==> src/rtl/jesd204b_rx_link_ctrl.sv <==
// jesd204b_rx_link_ctrl
//
// Receive-side JESD204B link controller. It brings the link up in three
// steps. In CGS it waits until every lane has seen K_CNT consecutive /K/
// characters. In ILAS it waits until every lane has delivered ILAS_MF /A/
// multiframe markers, and gives up after TIMEOUT cycles. In DATA it keeps
// watching for /K/ runs, which mean the transmitter has lost sync.
//
// Ports:
//   clk        - single clock; all state changes happen on its rising edge
//   reset_n    - asynchronous active-low reset
//   lane_data  - one decoded octet per lane; lane n is bits [8n+7:8n]
//   lane_isk   - per-lane control-character flag
//   sync_n     - SYNC~ to the transmitter; low requests code-group sync
//   link_up    - high in DATA; enables the transport-layer datapath
//   state      - current state: 0=CGS, 1=ILAS, 2=DATA
//   resync_cnt - count of fallbacks to CGS, saturating at 255

module jesd204b_rx_link_ctrl #(
    parameter int LANES   = 4,
    parameter int K_CNT   = 4,
    parameter int ILAS_MF = 4,
    parameter int TIMEOUT = 1024
) (
    input  logic                 clk,
    input  logic                 reset_n,
    input  logic [8*LANES-1:0]   lane_data,
    input  logic [LANES-1:0]     lane_isk,
    output logic                 sync_n,
    output logic                 link_up,
    output logic [1:0]           state,
    output logic [7:0]           resync_cnt
);

    localparam int KW = $clog2(K_CNT + 1);
    localparam int AW = $clog2(ILAS_MF + 1);
    localparam int TW = (TIMEOUT > 1) ? $clog2(TIMEOUT) : 1;

    typedef enum logic [1:0] {
        ST_CGS  = 2'd0,
        ST_ILAS = 2'd1,
        ST_DATA = 2'd2
    } linkState_e;

    linkState_e                  state_q, state_d;
    logic [LANES-1:0][KW-1:0]    kCnt_q, kCnt_d;
    logic [LANES-1:0][AW-1:0]    aCnt_q, aCnt_d;
    logic [TW-1:0]               tmoCnt_q, tmoCnt_d;
    logic [7:0]                  resync_q, resync_d;
    logic                        syncN_q, linkUp_q;

    // Per-lane counter values for this cycle, including the octet being
    // sampled now. The state decision uses these values, so the state moves
    // on the same edge that samples the qualifying octet.
    logic [LANES-1:0][KW-1:0]    kInc;
    logic [LANES-1:0][AW-1:0]    aInc;
    logic                        allK, anyK, allA;
    logic [7:0]                  resyncInc;

    always_comb begin
        kInc = '0;
        aInc = '0;
        allK = 1'b1;
        anyK = 1'b0;
        allA = 1'b1;
        for (int i = 0; i < LANES; i++) begin
            // Any octet other than /K/, including /R/ and /A/, breaks the
            // /K/ run on that lane.
            if (lane_isk[i] && lane_data[8*i +: 8] == 8'hBC) begin
                kInc[i] = (kCnt_q[i] == KW'(K_CNT)) ? kCnt_q[i] : kCnt_q[i] + KW'(1);
            end else begin
                kInc[i] = '0;
            end
            if (lane_isk[i] && lane_data[8*i +: 8] == 8'h7C) begin
                aInc[i] = (aCnt_q[i] == AW'(ILAS_MF)) ? aCnt_q[i] : aCnt_q[i] + AW'(1);
            end else begin
                aInc[i] = aCnt_q[i];
            end
            if (kInc[i] != KW'(K_CNT)) allK = 1'b0;
            if (kInc[i] == KW'(K_CNT)) anyK = 1'b1;
            if (aInc[i] != AW'(ILAS_MF)) allA = 1'b0;
        end
        resyncInc = (resync_q == 8'hFF) ? resync_q : resync_q + 8'd1;
    end

    // Next-state logic. Every state change clears all per-lane counters and
    // the timeout counter, so each state starts counting from zero. This also
    // stops saturated K counters from being carried back into CGS.
    always_comb begin
        state_d  = state_q;
        kCnt_d   = kCnt_q;
        aCnt_d   = aCnt_q;
        tmoCnt_d = tmoCnt_q;
        resync_d = resync_q;
        case (state_q)
            ST_CGS: begin
                kCnt_d = kInc;
                if (allK) begin
                    state_d  = ST_ILAS;
                    kCnt_d   = '0;
                    aCnt_d   = '0;
                    tmoCnt_d = '0;
                end
            end
            ST_ILAS: begin
                aCnt_d   = aInc;
                tmoCnt_d = tmoCnt_q + TW'(1);
                // If completion and timeout happen in the same cycle,
                // completion wins.
                if (allA) begin
                    state_d  = ST_DATA;
                    kCnt_d   = '0;
                    aCnt_d   = '0;
                    tmoCnt_d = '0;
                end else if (tmoCnt_q == TW'(TIMEOUT - 1)) begin
                    state_d  = ST_CGS;
                    resync_d = resyncInc;
                    kCnt_d   = '0;
                    aCnt_d   = '0;
                    tmoCnt_d = '0;
                end
            end
            ST_DATA: begin
                // /A/ octets are legal here; only a /K/ run means lost sync.
                kCnt_d = kInc;
                if (anyK) begin
                    state_d  = ST_CGS;
                    resync_d = resyncInc;
                    kCnt_d   = '0;
                    aCnt_d   = '0;
                    tmoCnt_d = '0;
                end
            end
            default: begin
                // Encoding 3 is unreachable; recover quietly without
                // counting it as a resync.
                state_d  = ST_CGS;
                kCnt_d   = '0;
                aCnt_d   = '0;
                tmoCnt_d = '0;
            end
        endcase
    end

    // State register. sync_n and link_up are registered from the next state,
    // so they switch on the same edge as the state itself.
    always_ff @(posedge clk or negedge reset_n) begin
        if (!reset_n) begin
            state_q  <= ST_CGS;
            kCnt_q   <= '0;
            aCnt_q   <= '0;
            tmoCnt_q <= '0;
            resync_q <= '0;
            syncN_q  <= 1'b0;
            linkUp_q <= 1'b0;
        end else begin
            state_q  <= state_d;
            kCnt_q   <= kCnt_d;
            aCnt_q   <= aCnt_d;
            tmoCnt_q <= tmoCnt_d;
            resync_q <= resync_d;
            syncN_q  <= (state_d != ST_CGS);
            linkUp_q <= (state_d == ST_DATA);
        end
    end

    assign state      = state_q;
    assign sync_n     = syncN_q;
    assign link_up    = linkUp_q;
    assign resync_cnt = resync_q;

endmodule

==> config.mk <==
export PLATFORM = sky130hd
export DESIGN_NAME = jesd204b_rx_link_ctrl
export DESIGN_NICKNAME = d
export VERILOG_FILES = /design/src/rtl/jesd204b_rx_link_ctrl.sv
export SDC_FILE = /design/constraint.sdc
export NUM_CORES = 1
export LEC_CHECK = 0
export CORE_MARGIN = 10
export CORE_UTILIZATION = 45
export DETAILED_ROUTE_END_ITERATION = 16
export PLACE_DENSITY = 0.71
export SLEW_MARGIN = 20
export SYNTH_ARGS = -nofsm -noshare
export SYNTH_HDL_FRONTEND = slang
export SYNTH_SLANG_ARGS = --single-unit
export TNS_END_PERCENT = 1
==> constraint.sdc <==
create_clock -name clk -period 6.64 [get_ports clk]
set_input_delay 0.664 -clock clk [delete_from_list [all_inputs] [get_ports clk]]
set_output_delay 0.664 -clock clk [all_outputs]
set_load 0.02 [all_outputs]
Word-level counts from Yosys, hierarchy flattened. Index checks and enable logic that the tools add are counted. W data, S select, Z words.

Register bits after elaboration: 46. Bits in latches: 0. Bits in writable memories: 0. ROM bits: 0. Output and inout bits: 12. Logic and storage cells: 127. Memories: 0.

$add $sub $neg: 10. Multipliers: 0. Divide/modulo/power cells: 0. Magnitude comparators: 0. Eq/ne operators: 38. Shift-type cells: 0. Muxes and demuxes: 53. Bitwise logic cells: 0. Reductions and logical operators: 13.

Operator list (count): $mux W12 (8); $pmux W12 S3 (2); $mux W3 (16); $eq A8 B8 Y1 const B (5); $mux W10 (4); $eq A3 B3 Y1 const B (12); $eq A8 B7 Y1 const B (4); $mux W8 (4); $pmux W10 S3 (1); $ne A3 B3 Y1 const B (9); $add A3 B1 Y3 const B (8); $pmux W8 S2 (1); $mux W1 (12); $add A10 B1 Y10 const B (1); $eq A10 B10 Y1 const B (1); $add A8 B1 Y8 const B (1); $logic_and A1 B1 Y1 (8); $mux W2 (4); $ne A2 B2 Y1 const B (4); $pmux W2 S3 (1); $eq A2 B2 Y1 const B (2); $reduce_and A4 Y1 (1); $reduce_bool A2 Y1 (2); $eq A2 B1 Y1 const B (1); other kinds (2) (2).

Depth between registers and ports, before layout.
Word-level depth: 11. Gate-level depth with buffers: 12. Mapped depth without buffers: 10.

Least setup slack after synthesis. OpenSTA, ideal clock, no wires.

Path kind: in2reg. From: input port lane_data[17]. To: register aCnt_q[10] in the netlist's numbering. Setup time: 122 ps. Arrival: 2835 ps. Required time: 6518 ps. Path slack: 3683 ps. Cell stages on the path: 9. Buffers on the path: 1. Path through: or3b_4 nor3_2 mux2i_1 nand4_1 a21oi_1 a21o_1 buf_2 nor2_4 a32o_1.

Word-level cells in the longest chain between the ends: 8. Elaborated cells between the ends (all ways): 20. Those cells by class: 7 x eq/ne; 10 x mux; 3 x reduce/logical.

RTL lines: start, declared (line 27) `input logic [8*LANES-1:0] lane_data,`; $eq A8 B7 Y1 / $eq A8 B8 Y1 (equally long branches) (line 74, 69); $logic_and A1 B1 Y1, on equally long branches (line 74, 69); $mux W3, on equally long branches (line 74, 69); $ne A3 B3 Y1 (tied with other cells) (line 81) `if (aInc[i] != AW'(ILAS_MF)) allA = 1'b0;`; $mux W1, on equally long branches (2 in a row) (line 81, 79, 80); $mux W12 / $ne A2 B2 Y1 (equally long branches); $pmux W12 S3 / $reduce_and A2 Y1 (equally long branches); end signal, assigned (line 159) `aCnt_q <= aCnt_d;`; end, declared (line 47) `logic [LANES-1:0][AW-1:0] aCnt_q, aCnt_d;`.

Several ways; a longest one is shown, not always the timed one. A chain may end at the register's enable or synchronous reset.

Worst setup path in the final report.
From: input port lane_isk[2]. To: register aCnt_q[10] in the netlist's numbering.

Word-level cells in the longest chain between the ends: 7. Elaborated cells between the ends (all ways): 18. Those cells by class: 5 x eq/ne; 10 x mux; 3 x reduce/logical.

RTL lines: start, declared (line 28) `input logic [LANES-1:0] lane_isk,`; $logic_and A1 B1 Y1, on equally long branches (line 74, 69); $mux W3, on equally long branches (line 74, 69); $ne A3 B3 Y1 (tied with other cells) (line 81); $mux W1, on equally long branches (2 in a row) (line 81, 79, 80); $mux W12 / $ne A2 B2 Y1 (equally long branches); $pmux W12 S3 / $reduce_and A2 Y1 (equally long branches).

Several ways; a longest one is shown, not always the timed one.

==> results.py <==
metrics = {
    "outcome": {
        "status": "completed",
    },
    "grt": {
        "antenna_found_initial": 0,
        "grt_util_all_layers": 0.143,
        "grt_start_max_net_pins": 47,
        "grt_pass1_wl_mm": 12.1,
        "grt_overflow_total": 0,
        "grt_pass1_vias": 2592,
    },
    "yosys": {
        "synth_ff_type": "dfrtp_1",
        "seq_area_frac_synth": 0.374,
        "yosys-top-cells-count": "dfrtp_1 (46), nand2_1 (30), inv_1 (23)",
        "syn_inst": 333,
        "synth.net_count": 393,
        "synth_cell_types": 56,
        "syn_area_mm2": 0.00307,
        "synth_seq_cells": 46,
        "synth.area.top_cells": "dfrtp_1 (37%), ha_1 (9.0%), nand2_1 (3.7%)",
        "yosysMostFrequentCell": "dfrtp_1",
        "async_reset_ff_frac": 1.00,
        "syn_area_per_cell_um2": 9.23,
        "synth_top_cell_area_share": 0.374,
        "yosysTopAreaCell": "dfrtp_1",
        "yosysWarnings": 0,
        "synth-edff-count": 0,
    },
    "setup_path": {
        "reg2reg_slack_ps": 3290,
        "crit_fanout": 26,
        "cp.required_ps": 6830,
        "r2r_start": "aCnt_q[6]",
        "startpoint": "lane_isk[2]",
        "reg2reg_depth": 10,
        "crit_type": "input port to flip-flop",
        "cp-start-kind": "input port",
        "endpoint": "aCnt_q[10]",
        "cp-end-kind": "flip-flop",
        "cp.arrival_ps": 4100,
        "r2r-end": "aCnt_q[10]",
    },
    "finish": {
        "drive_gt1_frac": 0.0654,
        "diodes": 0,
        "nNetsFinal": 441,
        "area_delta_synth_final_pct": 21.2,
        "regArea_mm2": 0.00115,
        "multi_input_area_mm2": 0.00179,
        "nFillCells": 607,
    },
    "sta": {
        "worst_slew_pin_slew_ps": 872,
        "finalHoldViolCount": 0,
        "final.min_clock_period_ps": 3910,
        "worst_clock_skew_ps": 4.41,
        "slew_headroom": 0.419,
        "finalCritPeriodShare": 0.589,
        "grt_setup_unrepaired": "no",
        "finalSetupViolations": 0,
        "fmax_ghz": 0.256,
        "drv_slew": 0,
        "setup_tns_ps": 0,
    },
    "min_path": {
        "hold_path_class": "input port to asynchronous set/reset pin",
    },
    "drt": {
        "detail_route.vias_per_cell": 5.74,
        "drtPass1Iterations": 4,
        "route.vias.total": 2653,
        "drtAntennaViolNets": 0,
        "finalWirelength_mm": 7.13,
        "drc": 0,
        "wl_per_cell_um": 15.4,
        "met3_wirelength_um": 231,
        "top_layer_used": "met4",
        "m1WireLength_mm": 3.09,
        "drt_iter0_markers": 133,
        "dr_wl_met2_mm": 3.72,
    },
    "cts": {
        "cts_setup_buffers": 0,
        "cts.sinks": 46,
        "hold_buffers": 0,
        "cts.path.max_buffers": 2,
        "cts_buffers": 5,
        "clk_latency_ps": 300,
        "clk_pin_slew_ps": 80,
        "cts_htree_levels": 2,
        "cts_root_buf": "clkbuf_8",
        "postCtsResizedCells": 0,
        "cts_tree": "yes",
    },
    "placement": {
        "gp_congestion": 0.786,
        "dp_hpwl_mm": 5.38,
        "port_buffers": 49,
    },
    "floorplanning": {
        "dieArea_mm2": 0.0105,
        "ios": 50,
        "dieHeight_um": 103,
        "fp.dieW_um": 103,
        "row_count": 30,
        "core_area_mm2": 0.00672,
        "start_util": 0.458,
    },
    "power_and_ir_drop": {
        "peakVddDrop_uv": 150,
        "p_int_mw": 0.541,
        "p_leak_nw": 1.54,
        "p_total_mw": 0.794,
        "power_frac_seq": 0.447,
        "power_frac_comb": 0.289,
        "p_sw_mw": 0.253,
        "pwr-share-clk": 0.264,
        "swShare": 0.318,
        "power_density_mw_per_mm2": 213,
    },
    "run": {
        "cap_violations": 0,
    },
}
worst max-delay path, cell delays in order:
cell and delay, ps:
clkdlybuf4s50_1 450, or3b_4 380, nor3_2 330, mux2i_1 280
nand4_1 120, a21oi_1 590, a21o_1 800, nor2_4 180
a32o_1 310
metal layers:
layer  GRT usage  vias to the layer above
met5           0                        -
met4      0.0434                        0
met3      0.0255                        7
met2       0.252                       33
met1       0.171                     1286
li1            -                     1327
state kept, by name (all words and copies together) (netlist names):
name,cells
aCnt_q,12
kCnt_q,12
link_up,1
resync_cnt,8
state,2
sync_n,1
tmoCnt_q,10
per-stage QoR:
step / hold WS [ps] / cells / utilization / setup WS (ps) / instance area [µm²]
after floorplan: 368 / 333 / - / 3680 / 3070
after global placement: 484 / 454 / 0.538 / 2490 / 3620
final: 355 / 462 / 0.555 / 2730 / 3730
after global routing: 397 / 462 / 0.555 / 2450 / 3730
after CTS: 515 / 462 / 0.554 / 2730 / 3720
after detailed placement: 499 / 454 / 0.538 / 2420 / 3620
how the worst min path moves through the flow:
stage / endpoint / depth (start not counted) / slack (ps)
after floorplan: aCnt_q[0] / 0 / 370
after global placement: resync_cnt[5] / 1 / 480
after detailed placement: resync_cnt[5] / 1 / 500
after CTS: resync_cnt[5] / 1 / 520
after global routing: kCnt_q[0] / 1 / 400
final: kCnt_q[0] / 1 / 360
kinds of logic after synthesis:
group	Yosys count	share of synthesized area
XOR/XNOR	9	0.0256
AO/OA/AOI/OAI	95	0.210
adder cells (fa/ha/maj)	22	0.0895
multiplexers	8	0.0269
AND/OR/NAND/NOR	121	0.229
buffers and inverters	32	0.0448
flip-flops	46	0.374
power groups by stage:
| stage | Combinational (mW) | Sequential (mW) | Clock [mW] |
|---|---|---|---|
| after detailed placement | 0.231 | 0.361 | 0 |
| after global placement | 0.230 | 0.359 | 0 |
| after global routing | 0.255 | 0.362 | 0.226 |
| after CTS | 0.233 | 0.356 | 0.212 |
| final | 0.230 | 0.355 | 0.210 |
| after floorplan | 0.104 | 0.381 | 0 |
layout by cell type (no fill, tap or decap), types with 4 or more instances in the layout:
cell type	Yosys	layout
inv_1	23	23
o31ai_1	5	5
mux2i_1	6	6
dfrtp_1	46	46
nor2b_1	5	5
clkbuf_8	0	5
nor2_1	15	15
nor3b_1	4	4
a21oi_1	22	22
o21ai_0	20	19
nand2b_1	6	6
nand4_1	12	12
a21o_1	7	7
a31oi_1	11	11
clkdlybuf4s50_1	0	48
xnor2_1	8	8
nand2_1	30	30
nand3_1	14	14
a22o_1	8	8
ha_1	22	22
and3_1	7	7
cell type report:
cell class,count,share of cell area
multi-input cells,255,0.479
flip-flops and latches,46,0.309
repair buffers,50,0.133
well taps,80,0.0269
inverters,23,0.0232
clock buffers,5,0.0185
clock inverters,3,0.0107
Power figures use the tool's default switching activity.
